[src/rtl/rx_module.sv]
// UART receiver: oversampled deserialiser for 6/7/8/9 data bits, optional parity, 1-2 stop bits.
// Optional macro RX_MAJORITY_VOTE_EN: each bit is decided by a 3-sample majority around the bit centre.
`timescale 1ns/1ps
module rx_module #(
  parameter int OVERSAMPLE  = 16,
  parameter int SYNC_STAGES = 2
) (
  input  logic       clk_i,
  input  logic       rst_ni,
  input  logic       en,
  input  logic       rx_i,
  input  logic [3:0] data_size_i,
  input  logic       parity_size_i,
  input  logic       parity_type_i,
  input  logic [1:0] stop_size_i,
  input  logic       rx_ack_i,
  output logic [8:0] data_o,
  output logic       rx_valid_o,
  output logic       parity_err_o,
  output logic       frame_err_o,
  output logic       overrun_o,
  output logic       rx_busy_o
);

  localparam int TCW = $clog2(OVERSAMPLE);
  localparam logic [TCW-1:0] TC_MAX = TCW'(OVERSAMPLE - 1);
`ifdef RX_MAJORITY_VOTE_EN
  localparam logic [TCW-1:0] TC_DECIDE = TCW'(OVERSAMPLE / 2 + 1);
`else
  localparam logic [TCW-1:0] TC_DECIDE = TCW'(OVERSAMPLE / 2);
`endif

  typedef enum logic [2:0] {IDLE, START, DATA, PARITY, STOP} state_e;
  state_e state_q, state_d;

  logic [SYNC_STAGES-1:0] sync_q;
  logic                   rxs;
  logic                   bit_val;
  logic                   prev_q;
  logic [TCW-1:0]         tc_q;
  logic [3:0]             bit_cnt_q;
  logic                   stop_cnt_q;
  logic [8:0]             shreg_q;
  logic [8:0]             aligned;
  logic [3:0]             n_q;
  logic                   par_en_q, par_even_q, two_stop_q;
  logic                   par_acc_q, par_err_q, frm_err_q;
  logic                   sample_pt, wrap, last_data, last_stop, commit;

  always_ff @(posedge clk_i or negedge rst_ni) begin
    if (!rst_ni) sync_q <= '1;
    else         sync_q <= {sync_q[SYNC_STAGES-2:0], rx_i};
  end
  assign rxs = sync_q[SYNC_STAGES-1];

`ifdef RX_MAJORITY_VOTE_EN
  logic [1:0] vote_q;
  always_ff @(posedge clk_i or negedge rst_ni) begin
    if (!rst_ni) begin
      vote_q <= 2'b11;
    end else if (en) begin
      if (tc_q == TC_DECIDE - TCW'(2)) vote_q[0] <= rxs;
      if (tc_q == TC_DECIDE - TCW'(1)) vote_q[1] <= rxs;
    end
  end
  assign bit_val = (vote_q[0] & vote_q[1]) | (vote_q[0] & rxs) | (vote_q[1] & rxs);
`else
  assign bit_val = rxs;
`endif

  assign sample_pt = (tc_q == TC_DECIDE);
  assign wrap      = (tc_q == TC_MAX);
  assign last_data = (bit_cnt_q == n_q - 4'd1);
  assign last_stop = !two_stop_q || stop_cnt_q;

  // State register
  always_ff @(posedge clk_i or negedge rst_ni) begin
    if (!rst_ni) state_q <= IDLE;
    else         state_q <= state_d;
  end

  // Next state: only en ticks move the machine. A start needs a high sample before the low one.
  always_comb begin
    state_d = state_q;
    if (en) begin
      case (state_q)
        IDLE:    if (!rxs && prev_q) state_d = START;
        START: begin
          if (sample_pt && bit_val) state_d = IDLE;
          else if (wrap)            state_d = DATA;
        end
        DATA:    if (wrap && last_data) state_d = par_en_q ? PARITY : STOP;
        PARITY:  if (wrap) state_d = STOP;
        STOP:    if (sample_pt && last_stop) state_d = IDLE;
        default: state_d = IDLE;
      endcase
    end
  end

  // Outputs of the state machine
  always_comb begin
    rx_busy_o = (state_q != IDLE);
    commit    = en && (state_q == STOP) && sample_pt && last_stop;
  end

  always_ff @(posedge clk_i or negedge rst_ni) begin
    if (!rst_ni) begin
      prev_q     <= 1'b1;
      tc_q       <= '0;
      bit_cnt_q  <= '0;
      stop_cnt_q <= 1'b0;
      shreg_q    <= '0;
      n_q        <= 4'd8;
      par_en_q   <= 1'b0;
      par_even_q <= 1'b0;
      two_stop_q <= 1'b0;
      par_acc_q  <= 1'b0;
      par_err_q  <= 1'b0;
      frm_err_q  <= 1'b0;
    end else if (en) begin
      prev_q <= rxs;
      tc_q   <= tc_q + TCW'(1);
      case (state_q)
        IDLE: begin
          tc_q <= '0;
          if (!rxs && prev_q) begin
            n_q        <= (data_size_i inside {4'd6, 4'd7, 4'd8}) ? data_size_i : 4'd9;
            par_en_q   <= parity_size_i;
            par_even_q <= parity_type_i;
            two_stop_q <= (stop_size_i == 2'd2);
            bit_cnt_q  <= '0;
            stop_cnt_q <= 1'b0;
            par_acc_q  <= 1'b0;
            par_err_q  <= 1'b0;
            frm_err_q  <= 1'b0;
          end
        end
        DATA: begin
          if (sample_pt) begin
            shreg_q   <= {bit_val, shreg_q[8:1]};
            par_acc_q <= par_acc_q ^ bit_val;
          end
          if (wrap) bit_cnt_q <= bit_cnt_q + 4'd1;
        end
        PARITY: if (sample_pt) par_err_q <= par_acc_q ^ bit_val ^ ~par_even_q;
        STOP: begin
          if (sample_pt && !bit_val) frm_err_q <= 1'b1;
          if (wrap) stop_cnt_q <= 1'b1;
        end
        default: ;
      endcase
    end
  end

  // Bits enter at the MSB, so a short word sits in the top of shreg_q.
  always_comb begin
    case (n_q)
      4'd6:    aligned = {3'b000, shreg_q[8:3]};
      4'd7:    aligned = {2'b00, shreg_q[8:2]};
      4'd8:    aligned = {1'b0, shreg_q[8:1]};
      default: aligned = shreg_q;
    endcase
  end

  // Handshake: rx_valid_o rises on commit and holds data_o/flags until a cycle with rx_ack_i high;
  // a commit while valid and not acked is dropped and sets overrun_o, which only an ack with
  // rx_valid_o low clears.
  always_ff @(posedge clk_i or negedge rst_ni) begin
    if (!rst_ni) begin
      data_o       <= '0;
      rx_valid_o   <= 1'b0;
      parity_err_o <= 1'b0;
      frame_err_o  <= 1'b0;
      overrun_o    <= 1'b0;
    end else begin
      if (rx_ack_i && !rx_valid_o) overrun_o <= 1'b0;
      if (commit) begin
        if (rx_valid_o && !rx_ack_i) begin
          overrun_o <= 1'b1;
        end else begin
          data_o       <= aligned;
          parity_err_o <= par_err_q;
          frame_err_o  <= frm_err_q | ~bit_val;
          rx_valid_o   <= 1'b1;
        end
      end else if (rx_ack_i && rx_valid_o) begin
        rx_valid_o <= 1'b0;
      end
    end
  end

endmodule
[config.mk]
export PLATFORM = sky130hd
export DESIGN_NAME = rx_module
export DESIGN_NICKNAME = d
export VERILOG_FILES = /design/src/rtl/rx_module.sv
export SDC_FILE = /design/constraint.sdc
export NUM_CORES = 1
export LEC_CHECK = 0
export ABC_AREA = 1
export CORE_AREA = 4 4 68 95
export DETAILED_ROUTE_END_ITERATION = 16
export DIE_AREA = 0 0 72 99
export HOLD_SLACK_MARGIN = 0.15
export PLACE_DENSITY_LB_ADDON = 0.3
export SLEW_MARGIN = 20
export SYNTH_ARGS = -nofsm -noshare
export SYNTH_HDL_FRONTEND = slang
export SYNTH_SLANG_ARGS = --single-unit
[constraint.sdc]
create_clock -name clk_i -period 1.5 [get_ports clk_i]
set_input_delay 0.225 -clock clk_i [delete_from_list [all_inputs] [get_ports clk_i]]
set_output_delay 0.225 -clock clk_i [all_outputs]
set_load 0.05 [all_outputs]
## Word-level counts from Yosys, hierarchy flattened

Index checks and enable logic that the tools add are counted.

- Add/sub/neg operators: 3
- $mul: 0
- Divide/modulo/power cells: 0
- Magnitude comparators: 0
- Equality and inequality tests: 25
- Shift-type cells: 0
- Multiplexer cells: 29
- Bitwise gates (word level): 6
- Reductions and logical operators: 33

Operators by type and width:

| operator | number |
|---|---|
| $pmux W9 S3 | 1 |
| $mux W3 | 7 |
| $reduce_and A4 Y1 | 5 |
| $ne A2 B2 Y1 const B | 9 |
| $eq A4 B3 Y1 const B | 4 |
| $eq A4 B4 Y1 const B | 4 |
| $mux W4 | 4 |
| $pmux W3 S5 | 1 |
| $logic_and A1 B1 Y1 | 11 |
| $mux W1 | 11 |
| $add A4 B1 Y4 const B | 2 |
| $pmux W1 S2 | 4 |
| $pmux W4 S2 | 1 |
| $reduce_bool A2 Y1 | 4 |
| $eq A3 B2 Y1 const B | 2 |
| $reduce_and A3 Y1 | 2 |
| $reduce_and A6 Y1 | 1 |
| $reduce_bool A3 Y1 | 2 |
| $eq A4 B4 Y1 | 1 |
| $logic_not A1 Y1 | 4 |
| $reduce_and A2 Y1 | 2 |
| $sub A4 B1 Y4 const B | 1 |
| $eq A3 B1 Y1 const B | 1 |
| $eq A3 B3 Y1 const B | 1 |
| 8 further kinds | 11 |

- Flip-flop bits (word level): 47
- Latch bits: 0
- Bits in writable memories: 0
- ROM bits: 0
- Logic and storage cells: 115
- Memories: 0

## Depth between registers and ports, before layout

- Word-level depth: 6
- Depth in mapped cells: 12
- Gate-level depth less buffers: 12

## Worst setup path after synthesis

No wires, ideal clock.

- Path type: reg-to-reg
- Start: register n_q[0]
- End: register state_q[2]
- Setup time: 0.117 ns
- Arrival time: 1.379 ns
- Path slack: 0.004 ns
- Cell stages (with the launch flop): 13
- Path buffers: 0
- Cells stage by stage: dfrtp_1 -> inv_1 -> ha_1 -> nand2_1 -> inv_1 -> nor2_1 -> nand2_1 -> nor2_1 -> nand2_1 -> nand2_1 -> nand2_2 -> nand2_1 -> nand2_1

- Longest elaborated chain between the ends: 5

Ends and longest elaborated chain:

| what | RTL line | text |
|---|---|---|
| from (decl) | 45 | `logic [3:0] n_q;` |
| from (signal assigned) | 127 | `n_q <= (data_size_i inside {4'd6, 4'd7, 4'd8}) ? data_size_i : 4'd9;` |
| $sub A4 B1 Y4 | 73 | `assign last_data = (bit_cnt_q == n_q - 4'd1);` |
| $eq A4 B4 Y1 | 73 |  |
| $logic_and A1 B1 Y1 | 92 | `DATA: if (wrap && last_data) state_d = par_en_q ? PARITY : STOP;` |
| $ne A2 B2 Y1 (no line) | n/a |  |
| $reduce_and A6 Y1 (no line) | n/a |  |
| to (signal assigned) | 79 | `else state_q <= state_d;` |
| to (decl) | 34 | `state_e state_q, state_d;` |

Every way passes these cells.
A chain may end at the register's enable or synchronous reset.

## Final worst setup path

- Start: register tc_q[1]
- End: register par_err_q

- Longest elaborated chain between the ends: 3

Ends and longest elaborated chain:

| what | RTL line | text |
|---|---|---|
| from (decl) | 40 | `logic [TCW-1:0] tc_q;` |
| from (signal assigned) | 122 | `tc_q <= tc_q + TCW'(1);` |
| $eq A4 B4 Y1 | 71 | `assign sample_pt = (tc_q == TC_DECIDE);` |
| $ne A2 B2 Y1 (no line) | n/a |  |
| $reduce_and A4 Y1 (no line) | n/a |  |
| to (signal assigned) | 145 | `PARITY: if (sample_pt) par_err_q <= par_acc_q ^ bit_val ^ ~par_even_q;` |
| to (decl) | 47 | `logic par_acc_q, par_err_q, frm_err_q;` |

Every way passes these cells.

==> metrics.md <==
| Metric | Value |
|---|---|
| Initial antenna violation count | `0` |
| Via/cell ratio | `5.09` |
| Worst-Skew Late Latency | `310 ps` |
| Total GRT Usage | `0.174` |
| Worst hold slack | `320 ps` |
| Simple-gate share of the synthesized area | `0.282` |
| Die W | `72 um` |
| Synth Cell Area | `0.00255 mm^2` |
| GRT met2 Usage | `0.315` |
| Syn_nets | `329` |
| Final period utilization | `1.01` |
| GP Congestion | `0.886` |
| Remaining DRCs | `0` |
| Synth cell types | `34` |
| Peak VDD IR | `971 uV` |
| Clock Root Buffer | `clkbuf_8` |
| Layout area overhead | `32.2%` |
| DP HPWL | `4.19 mm` |
| Synthesized instance count | `310` |
| Row count | `32` |
| Initial DRT Pass Iterations | `4` |
| Fill cell count | `480` |
| Total CTS buffers | `5` |
| RSZ-0062 raised after global routing | `true` |
| GR Util met3 | `0.0276` |
| Mapped Avg Cell Area | `8.22 um^2` |
| Synth Register Bits | `47` |
| Crit end category | `register` |
| Clock Skew | `12.5 ps` |
| Hold crit path type | `in -> reg` |
| I/O Pins | `27` |
| Fin. max-slew vios | `0` |
| Clk slew on worst S/H paths | `100 ps` |
| Routing usage on met1 | `0.198` |
| Final Net Count | `393` |
| Initial Utilization | `0.461` |
| LEAKAGE | `1.59 nW` |
| Adder-Cell Fraction of Synth Area | `0.0295` |
| Final hold vios | `0` |
| Final core utilization | `0.609` |
| Worst setup SP type | `register` |
| XOR/XNOR share of the synthesized area | `0.0206` |
| Post-synthesis mux area share | `0` |
| Max cap viols | `0` |
| IO Port Bufs | `26` |
| Drt total wl | `5.73 mm` |
| Yosys warns | `0` |
| Drt initial violations | `142` |
| Antenna cell count | `0` |
| Least-Margin Pin Slew | `425 ps` |
| GR Overflow Total | `0` |
| Most frequent cells in the layout | `nand2_1, dfrtp_1, buf_4` |
| H-tree Lvls | `2` |
| Layout cell share with drive strength beyond 1 | `0.315` |
| Critical path peak fanout | `4` |
| Top-area cell type share of the netlist area | `0.422` |
| Routed wire per std cell | `12.9 um` |
| Failing checks | `setup timing` |
| Clock buffer depth | `2` |
| Vias in the first global route | `2297` |
| Critical path arrival | `1720 ps` |
| Sequential fraction of the synthesis area | `0.464` |
| Via count | `2257` |
| Final WS setup | `-12.4 ps` |
| Result of the run | `finished, violations left` |
| Setup violators final | `1` |
| Most common cell after layout, fill and taps aside | `nand2_1` |
| First-pass GRT wire length | `9.97 mm` |
| Biggest area consumer among synthesized cells | `dfrtp_1` |
| Tmin final | `1510 ps` |
| Slew headroom | `0.717` |
| Main combinational cell family by area after synthesis | `simple AND/OR/NAND/NOR gates` |
| Final ANT Viol Nets | `0` |
| Synth Area in Compound Gates | `0.138` |
| P per Cell Area | `1480 mW/mm^2` |
| Largest net degree at the start of global routing | `31` |
| Top post-synthesis cells by area | `dfrtp_1, nand2_1, inv_1` |
| Core footprint | `0.00553 mm^2` |
| Busiest grt layer | `met2` |
| CTS tree | `built` |
| Crit Path Category | `reg -> reg` |
| Die Span Y | `99 um` |
| Die area | `0.00713 mm^2` |
| Num Clock Sinks | `47` |
| CP Data Required Time | `1710 ps` |
| F_max | `661 MHz` |
## path summary, 6_finish.rpt
kind                                         end  cells after the start                start  slack [ps]
max                        par_err_q$_DFFE_PN0P_                     10  tc_q[1]$_DFFE_PN0P_         -10
min reg2reg                  sync_q[1]$_DFF_PN1_                      0  sync_q[0]$_DFF_PN1_         360
max reg2reg                par_err_q$_DFFE_PN0P_                     10  tc_q[1]$_DFFE_PN0P_         -10
min                          sync_q[0]$_DFF_PN1_                      1                 rx_i         320
min in group asynchronous  data_o[1]$_DFFE_PN0P_                      2               rst_ni         370
max in group asynchronous     n_q[3]$_DFFE_PN1P_                      3               rst_ni         550
## logic make-up after synthesis
group / count (synthesis)
compound gates: 53
xor+xnor: 6
fa+ha+maj: 6
buf+inv: 41
flops: 47
simple gates: 157
## area by class of cell
| class | instances | area, um^2 | area share |
|---|---|---|---|
| clock buffer | 5 | 68.8 | 0.0204 |
| inverter | 38 | 145 | 0.0431 |
| multi-input combinational | 223 | 1330 | 0.396 |
| timing repair buffer | 59 | 527 | 0.156 |
| tap | 68 | 85.1 | 0.0253 |
| sequential | 47 | 1180 | 0.351 |
| clock inverter | 3 | 27.5 | 0.00818 |
## per-stage QoR
step	cells	power (mW)	TNS [ps]	cell area, um^2	setup WS [ps]
finish	443	4.98	-12.4	3370	-12.4
detailed placement	427	3.73	-2580	3060	-169
floorplan	310	2.93	0	2550	4.22
global placement	427	3.69	-1770	3060	-132
CTS	440	4.77	-250	3260	-56.8
global route	443	5.34	-1480	3370	-119
## worst max-delay path: stages (launching register included)
cell and delay, ps:
dfrtp_1 400, inv_2 80, ha_4 130, nand2_2 50, nor2_4 150, buf_4 140, buf_4 110, and3_1 130
nand2_1 70, nand3_1 80, o21ai_1 60
## synthesized netlist by cell type
| cell | count |
|---|---|
| a21boi_0 | 1 |
| a21oi_1 | 4 |
| a21oi_2 | 1 |
| a21oi_4 | 1 |
| and3_1 | 1 |
| buf_4 | 2 |
| buf_6 | 1 |
| dfrtp_1 | 43 |
| dfstp_2 | 4 |
| ha_1 | 6 |
| inv_1 | 30 |
| inv_2 | 8 |
| nand2_1 | 94 |
| nand2_2 | 4 |
| nand2_4 | 3 |
| nand3_1 | 13 |
| nand3_2 | 3 |
| nand3_4 | 1 |
| nand3b_1 | 1 |
| nand4_1 | 2 |
| nor2_1 | 28 |
| nor2_2 | 2 |
| nor2_4 | 4 |
| nor3_1 | 1 |
| o2111ai_1 | 1 |
| o211ai_1 | 4 |
| o21a_1 | 1 |
| o21ai_0 | 10 |
| o21ai_1 | 12 |
| o21ai_2 | 10 |
| o22ai_1 | 4 |
| o31ai_1 | 4 |
| xnor2_1 | 2 |
| xor2_1 | 4 |
## registers in the layout, summed over array words and instances, names as in the netlist
register and flops:
n_q 4, parity_err_o 1, par_en_q 1, two_stop_q 1, par_acc_q 1, bit_cnt_q 4
stop_cnt_q 1, overrun_o 1, par_err_q 1, frame_err_o 1, shreg_q 9, prev_q 1
sync_q 2, state_q 3, rx_valid_o 1, frm_err_q 1, par_even_q 1, data_o 9
tc_q 4
## per-layer routing
metal,up-vias,part of all wire
met3,11,0.030
met1,1081,0.39
met4,0,0.020
met2,37,0.56
met5,-,0
li1,1128,-
## report_power, final
part | internal [mW] | total (mW) | switching (mW)
registers | 1.49 | 1.72 | 0.229
clock network | 0.346 | 0.835 | 0.489
logic | 1.08 | 2.43 | 1.35
## repair_timing
item | in CTS | in global routing
resized for setup | 16 | 22
setup endpoints to repair | 24 | 30
hold buffers | 1 | 0
setup buffers | 3 | 3
cloned | 1 | 0
endpoints found under the hold margin | 14 | 0
pin swaps | 9 | 16
Power figures use the tool's default switching activity.
